[src/rtl/mem_arbiter.sv]
// mem_arbiter: single-port RAM arbiter between instruction fetch and the
// load/store stage. Load/store has priority, with a starvation guard for fetch.
// It also performs byte-lane steering, load extension and access-error flagging.
module mem_arbiter #(
  parameter int unsigned STARVE_MAX = 4
) (
  input  logic        clk,
  input  logic        rst_n,
  input  logic        if_req_i,
  input  logic [31:0] if_addr_i,
  output logic        if_gnt_o,
  output logic        if_rvalid_o,
  output logic [31:0] if_rdata_o,
  input  logic        ls_req_i,
  input  logic        ls_we_i,
  input  logic [2:0]  ls_size_i,
  input  logic [31:0] ls_addr_i,
  input  logic [31:0] ls_wdata_i,
  output logic        ls_gnt_o,
  output logic        ls_rvalid_o,
  output logic [31:0] ls_rdata_o,
  output logic        ls_err_o,
  output logic        mem_req_o,
  output logic        mem_we_o,
  output logic [3:0]  mem_be_o,
  output logic [31:0] mem_addr_o,
  output logic [31:0] mem_wdata_o,
  input  logic [31:0] mem_rdata_i,
  output logic        hold_o
);

  typedef enum logic [1:0] {IDLE, RD_IF, RD_LS} state_t;

  localparam logic [3:0] STARVE_LIM = 4'(STARVE_MAX);

  state_t      state;
  logic [3:0]  starve_cnt;
  logic [2:0]  r_size;
  logic [1:0]  r_off;
  logic        r_err;
  logic        ls_err;
  logic        ls_rd;
  logic [31:0] ld_shift;

  // Fetch address byte offset is meaningless for word fetches.
  logic unused_if_off;
  assign unused_if_off = ^if_addr_i[1:0];

  // Combinational arbitration: LS first unless fetch has been starved.
  assign if_gnt_o = if_req_i && (!ls_req_i || (starve_cnt == STARVE_LIM));
  assign ls_gnt_o = ls_req_i && !if_gnt_o;
  assign hold_o   = ls_req_i && !ls_gnt_o;
  // Erroring accesses and loads both produce a response on the LS port.
  assign ls_rd    = ls_gnt_o && (ls_err || !ls_we_i);

  // Decode misaligned or illegal-size load/store requests.
  always_comb begin
    ls_err = 1'b0;
    case (ls_size_i)
      3'b000, 3'b100: ls_err = 1'b0;
      3'b001, 3'b101: ls_err = ls_addr_i[0];
      3'b010:         ls_err = |ls_addr_i[1:0];
      default:        ls_err = 1'b1;
    endcase
  end

  // Drive the RAM port for the granted requester with lane steering.
  always_comb begin
    mem_req_o   = 1'b0;
    mem_we_o    = 1'b0;
    mem_be_o    = '0;
    mem_addr_o  = '0;
    mem_wdata_o = '0;
    if (if_gnt_o) begin
      mem_req_o  = 1'b1;
      mem_be_o   = '1;
      mem_addr_o = {if_addr_i[31:2], 2'b00};
    end else if (ls_gnt_o && !ls_err) begin
      mem_req_o  = 1'b1;
      mem_we_o   = ls_we_i;
      mem_addr_o = {ls_addr_i[31:2], 2'b00};
      if (!ls_we_i) begin
        mem_be_o = '1;
      end else begin
        case (ls_size_i[1:0])
          2'b00: begin
            mem_be_o    = 4'b0001 << ls_addr_i[1:0];
            mem_wdata_o = {4{ls_wdata_i[7:0]}};
          end
          2'b01: begin
            mem_be_o    = ls_addr_i[1] ? 4'b1100 : 4'b0011;
            mem_wdata_o = {2{ls_wdata_i[15:0]}};
          end
          default: begin
            mem_be_o    = '1;
            mem_wdata_o = ls_wdata_i;
          end
        endcase
      end
    end
  end

  // Response FSM: remember which requester owns the returning read.
  always_ff @(posedge clk or negedge rst_n) begin
    if (!rst_n) begin
      state  <= IDLE;
      r_size <= '0;
      r_off  <= '0;
      r_err  <= 1'b0;
    end else if (if_gnt_o) begin
      state <= RD_IF;
    end else if (ls_rd) begin
      state  <= RD_LS;
      r_size <= ls_size_i;
      r_off  <= ls_addr_i[1:0];
      r_err  <= ls_err;
    end else begin
      state <= IDLE;
    end
  end

  // Count consecutive denied fetch cycles, saturating at the limit.
  always_ff @(posedge clk or negedge rst_n) begin
    if (!rst_n) begin
      starve_cnt <= '0;
    end else if (!if_req_i || if_gnt_o) begin
      starve_cnt <= '0;
    end else if (starve_cnt != STARVE_LIM) begin
      starve_cnt <= starve_cnt + 4'd1;
    end
  end

  assign ld_shift = mem_rdata_i >> {r_off, 3'b000};

  // Present read data, extending loads according to the registered size.
  always_comb begin
    if_rvalid_o = (state == RD_IF);
    if_rdata_o  = (state == RD_IF) ? mem_rdata_i : '0;
    ls_rvalid_o = (state == RD_LS);
    ls_err_o    = (state == RD_LS) && r_err;
    ls_rdata_o  = '0;
    if ((state == RD_LS) && !r_err) begin
      case (r_size)
        3'b000:  ls_rdata_o = {{24{ld_shift[7]}}, ld_shift[7:0]};
        3'b100:  ls_rdata_o = {24'd0, ld_shift[7:0]};
        3'b001:  ls_rdata_o = {{16{ld_shift[15]}}, ld_shift[15:0]};
        3'b101:  ls_rdata_o = {16'd0, ld_shift[15:0]};
        default: ls_rdata_o = ld_shift;
      endcase
    end
  end

endmodule

[config.mk]
export PLATFORM = sky130hd
export DESIGN_NAME = mem_arbiter
export DESIGN_NICKNAME = d
export VERILOG_FILES = /design/src/rtl/mem_arbiter.sv
export SDC_FILE = /design/constraint.sdc
export NUM_CORES = 1
export LEC_CHECK = 0
export ABC_AREA = 1
export BUFFER_PORTS_ARGS = -buffer_cell sky130_fd_sc_hd__buf_2
export CORE_AREA = 5 5 105 107
export DETAILED_ROUTE_END_ITERATION = 10
export DIE_AREA = 0 0 110 112
export PLACE_DENSITY_LB_ADDON = 0.2
export SLEW_MARGIN = 25
export SYNTH_ARGS = -nofsm -noshare
export SYNTH_HDL_FRONTEND = slang
export SYNTH_SLANG_ARGS = --single-unit
[constraint.sdc]
create_clock -name clk -period 1.98 [get_ports clk]
set_input_delay 0.396 -clock clk [delete_from_list [all_inputs] [get_ports clk]]
set_output_delay 0.396 -clock clk [all_outputs]
set_load 0.01 [all_outputs]
==> results_dict.tcl, run 1 <==
set metrics [dict create \
    grt_max_degree 38 \
    leakage_nw 3.250 \
    syn_inst 553 \
    syn_avg_cell_area_um2 4.869 \
    yosys.area_share.simple_pct 50.28 \
    grt_use_total_pct 19.46 \
    syn_area_mm2 0.002693 \
    cts_buffer_depth 2 \
    seq_area_frac_synth_pct 11.15 \
    grt_pass1_vias 4228 \
    endpoint_kind "output port" \
    wl_per_cell_um 15.03 \
    power_density_mw_per_mm2 368.5 \
    cts-buffers-inserted 3 \
    drive_above_1_share_pct 57.99 \
    path_max_fanout 6 \
    area_growth_syn_to_layout_pct 109.1 \
    startpoint_type "flip-flop" \
    die_x_um 110 \
    cp.arrival_ns 1.71 \
    synth_fa_ha_area_share_pct 0.9294 \
    synthDistinctLibCells 29 \
    fmax_mhz 475.5 \
    violations "negative setup slack" \
    cap_viol_max_count 0 \
    path_clk_slew_ns 0.05 \
    grt_first_pass_wirelength_um 19770 \
    slew_violations 0 \
    timing.final.ws_setup_ns -0.1232 \
    timing_worst_setup_path_type "reg -> out" \
    synth_xor_area_share_pct 0.6506 \
    rsz0062_at_grt "yes" \
    cts_max_level 1 \
    drt_first_iter_violations 226 \
    clk_latency_ns 0.24 \
    layout_commonest_cell "buf_2" \
    vias 4749 \
    nets 985 \
    required_ns 1.58 \
    wl_um 14760 \
    place_area_mm2 0.004268 \
    yosys_warnings 0 \
    row_count 37 \
    hold_buffers 0 \
    die_area_mm2 0.01232 \
    ant_nets 0 \
    period_needed_ns 2.103 \
    most-common-layout-cells "234 x buf_2, 123 x nand2_1, 60 x nor2_1" \
    synth.area.mux_share_pct 0 \
    fin_skew_ns 0.0004402 \
    grt-ovfl-total 0 \
    finalCritPeriodShare_pct 106.2 \
    synth-compound-area-share_pct 18.91 \
    antenna_found_initial 1 \
    initial_utilization_pct 26.80 \
    drt_first_pass_iters 5 \
    vias_per_cell 4.836 \
    whs_ns 0.02626 \
    dpl.hpwl_um 10650 \
    hold_viol_final 0 \
    cts-root-buf "clkbuf_8" \
    clock-sinks 12 \
    outcome "complete, but fails checks" \
    io_buffers 271 \
    cts_tree "done" \
    setup_viol 77 \
    ys_seq_elements 12 \
    pin_count 276 \
    die_h_um 112 \
    synth_top_family_by_area "simple AND/OR/NAND/NOR gates" \
    core_area_mm2 0.01005 \
    fin_area_mm2 0.005629 \
    hold_path.class "in -> async" \
    route.detailed.drc 0 \
    ir_drop_mv 0.1982 \
    gp_congestion 0.9245 \
]
## cells in the mapped netlist (all sizes together)
master  count  area [um^2]
ha          2        25.02
dfrtp      12        300.3
nand3      54        292.8
nor2       81        330.3
clkbuf     16        60.06
a21boi      1        11.26
nand2     181        679.4
o21a        4        30.03
xor2        1        8.760
a21oi      38        190.2
o22ai       8        50.05
or2         1        6.260
buf        23        130.1
xnor2       1        8.760
o21ai      35        175.2
nor3        9        45.04
o211ai      7        52.55
inv        78        292.8
conb        1        3.750
## final timing paths
path	to	cells past startpoint	slack (ns)	start
min in group clk	r_size[2]	3	0.44	ls_size_i[2]
hold reg to reg	r_err	2	0.50	r_err
setup / recovery	mem_wdata_o[13]	9	-0.12	starve_cnt[1]
setup reg to reg	r_err	10	0.28	starve_cnt[1]
hold / removal	starve_cnt[0]	1	0.03	rst_n
max in group asynchronous	r_size[1]	1	1.72	rst_n
## per-layer routing
metal,vias up,share of wire (%),track usage [%]
met5,-,0,0
met4,0,3.0,5.237
met3,36,7.9,2.899
met2,229,54,37.86
met1,2163,35,21.14
li1,2321,-,-
## metrics by stage
stage,cells,utilization (%),setup WS [ns],power (W),TNS (ns)
after CTS,956,44.58,-0.08722,0.001624,-2.472
after detailed placement,948,42.48,0.003945,0.001348,0
after global routing,982,56.03,-0.2056,0.002223,-12.43
final,982,56.03,-0.1232,0.002075,-5.105
after global placement,948,42.48,0.02195,0.001334,0
after floorplan,554,-,0.1456,0.0008962,0
## cells by family after synthesis
logic type      after synthesis
other cells                   1
xor+xnor                      2
buf+inv                     117
fa+ha+maj                     2
compound gates               93
simple gates                326
flops                        12
## critical path, stage by stage (launching register included)
cell and delay, ns:
dfrtp_1 0.36, inv_2 0.04, ha_2 0.17, nand3_2 0.08
o21ai_2 0.08, buf_6 0.15, nor2_4 0.23, nand2_2 0.10
nor2_2 0.12, buf_2 0.15
## area by class of cell
cell class	count	area (um^2)
flip-flops and latches	12	305.3
clock buffers	3	41.29
inverters	78	300.3
fillers	1004	4417
multi-input cells	427	2537
well taps	136	170.2
diodes	1	2.502
repair buffers	325	2272
## state kept, by name (all words and copies together) (netlist names)
signal and flops:
state 2, starve_cnt 4, r_size 3, r_off 2, r_err 1
## repair_timing
item	4_1_cts	5_1_grt
pin swaps	5	72
setup buffers	4	13
gates resized for setup	45	233
gates cloned	1	12
setup endpoints to repair	97	92
## power breakdown
group,leakage (nW),internal [W],switching [W]
clock network,0.0216,0.000134,0.0000840
registers,0.148,0.000267,0.0000269
logic,3.08,0.000693,0.000869
(Power assumes the default switching activity.)
==> inputs of run 2 (changes only) <==
Settings changed: ABC_AREA 1 to default.
==> run 2 against run 1 <==
Against the previous run: the run still ends with negative setup slack left; via count is 20% lower; combinational power down 19%; wire length down 8.6%; synthesized cell count is 41% lower; cell area shrank 5.8%; non-clock buffer count increased by 20; largest cell class is now buffers; highest routed layer unchanged.
==> results_dict.tcl, run 2 <==
set metrics [dict create \
    outcome "complete, but fails checks" \
    violations "negative setup slack" \
    die_area_mm2 0.01232 \
    wl_um 13500 \
    route.detailed.drc 0 \
    slew_violations 0 \
    endpoint_kind "output port" \
    dpl.hpwl_um 10770 \
    hold_buffers 0 \
    row_count 37 \
    hold_viol_final 0 \
    gp_congestion 0.8980 \
    timing_worst_setup_path_type "reg -> out" \
    cts-root-buf "clkbuf_8" \
    regMostFlops "starve_cnt" \
    largest_reg_flops 4 \
    yosys_warnings 0 \
    cts-buffers-inserted 3 \
    vias 3778 \
    grt_max_degree 34 \
    finish.utilization_pct 52.76 \
    synthDistinctLibCells 39 \
    synth-compound-area-share_pct 33.77 \
    clock-sinks 12 \
    finalCritPeriodShare_pct 123.7 \
    cts_max_level 1 \
    preCtsSetupSlack_ns -0.2489 \
    n_fill_cell 947 \
    synth.area.mux_share_pct 17.12 \
    path_max_fanout 8 \
    hold_path.class "in -> async" \
    nets 783 \
    fin_skew_ns 0.002031 \
    layout_commonest_cell "buf_2" \
    setup_viol 95 \
    synth-async-reset-ratio_pct 100.0 \
    required_ns 1.58 \
    cap_viol_max_count 0 \
    synth_xor_area_share_pct 0.7353 \
    grt-ovfl-total 0 \
    cts_buffer_depth 2 \
    drt_first_pass_iters 4 \
    syn_area_mm2 0.002382 \
    area_growth_syn_to_layout_pct 122.5 \
    yosys.area_share.simple_pct 26.73 \
    yosys.area.top_type "dfrtp_1" \
    multiInputGateArea_mm2 0.002251 \
    diodes 0 \
    yosys.area.top_type_share_pct 12.61 \
    seq_area_frac_synth_pct 12.61 \
    synth_top_family_by_area "compound AO/OA/AOI/OAI gates" \
    most-common-layout-cells "221 x buf_2, 70 x buf_6, 41 x buf_4" \
    grt_first_pass_wirelength_um 19400 \
    clk_latency_ns 0.24 \
    initial_utilization_pct 23.71 \
    synthTopCellsByCount "41 x nor2_1, 34 x and2_1, 30 x a22o_1" \
    ant_nets 0 \
    reg_top3 "starve_cnt (4), r_size (3)" \
    antenna_found_initial 0 \
    cp.arrival_ns 2.05 \
    vias_per_cell 4.844 \
    seqCellArea_um2 301.5 \
    ir_drop_mv 0.1636 \
    total_power_w 0.001806 \
    path_clk_slew_ns 0.05 \
    core_area_mm2 0.01005 \
    fin_area_mm2 0.005300 \
    drt_first_iter_violations 138 \
    syn_avg_cell_area_um2 7.330 \
    ys_top_cells_by_area "dfrtp_1 13%, a22o_1 11%, mux2i_1 11%" \
    synth_edf_count 0 \
    startpoint_type "flip-flop" \
    period_needed_ns 2.449 \
    cts_tree "done" \
    ys_seq_elements 12 \
    io_buffers 271 \
    drive_above_1_share_pct 66.77 \
    pin_count 276 \
    fmax_mhz 408.3 \
    timing.final.ws_setup_ns -0.4690 \
    wl_per_cell_um 17.30 \
    synth_fa_ha_area_share_pct 1.050 \
    place_area_mm2 0.004207 \
    power_density_mw_per_mm2 340.7 \
    rsz0062_at_grt "yes" \
    synthFlopType "dfrtp_1" \
    leakage_nw 2.888 \
    grt_use_total_pct 19.88 \
    synth.most_common_cell "nor2_1" \
    grt_pass1_vias 3836 \
    syn_inst 325 \
    die_h_um 112 \
    die_x_um 110 \
]
[run 2: layout make-up]
cell class | count | share of cell area, %
Inverter | 10 | 0.7554
Timing Repair Buffer | 345 | 46.84
Multi-Input combinational cell | 273 | 42.47
Sequential cell | 12 | 5.689
Tap cell | 136 | 3.211
Clock buffer | 4 | 1.039
[run 2: where the power goes]
group,internal (W),switching [W],leakage [nW]
sequential,0.000267,0.0000151,0.148
combinational,0.000652,0.000608,2.71
clock,0.000176,0.0000884,0.0288
[run 2: worst max-delay path, stage by stage, from the launching register on]
cell and delay, ns:
dfrtp_1 0.37, or3b_1 0.39, a311o_1 0.30, or3_1 0.38, buf_6 0.17, o21ai_2 0.06, buf_2 0.14
[run 2: repair_timing]
action / CTS / global route
gates cloned: 9 / 1
setup endpoints to repair: 101 / 107
gates resized for setup: 113 / 75
buffers inserted: 10 / 6
pin swaps: 20 / 29
[run 2: per-layer routing]
layer / GRT usage (%) / wire length, um
met5: 0 / 0
met4: 7.066 / 408
met3: 3.594 / 1243
met2: 38.71 / 7154
met1: 20.46 / 4688
[run 2: cell families after synthesis]
kind of cell | count (synthesis)
compound gates | 110
xor+xnor | 2
fa+ha+maj | 2
buf+inv | 41
flops | 12
mux | 38
other cells | 1
simple gates | 119
[run 2: final timing paths]
| check | depth (start not counted) | to | slack, ns | startpoint |
|---|---|---|---|---|
| min in group clk | 3 | r_size[2] | 0.51 | ls_size_i[2] |
| worst min-delay path | 1 | r_err | 0.02 | rst_n |
| max in group asynchronous | 1 | r_off[0] | 1.74 | rst_n |
| worst min register to register | 2 | starve_cnt[0] | 0.54 | starve_cnt[0] |
| worst max-delay path | 6 | ls_rdata_o[22] | -0.47 | state[0] |
| worst max register to register | 10 | r_off[0] | 0.04 | starve_cnt[0] |
[run 2: through the flow]
step | instances | setup TNS, ns | hold WS [ns]
detailed placement | 756 | -14.70 | 0.2814
CTS | 779 | -31.80 | 0.01846
finish | 780 | -30.57 | 0.01886
floorplan | 326 | -0.1859 | 0.1004
global route | 780 | -39.89 | 0.03498
global placement | 756 | -14.31 | 0.2783
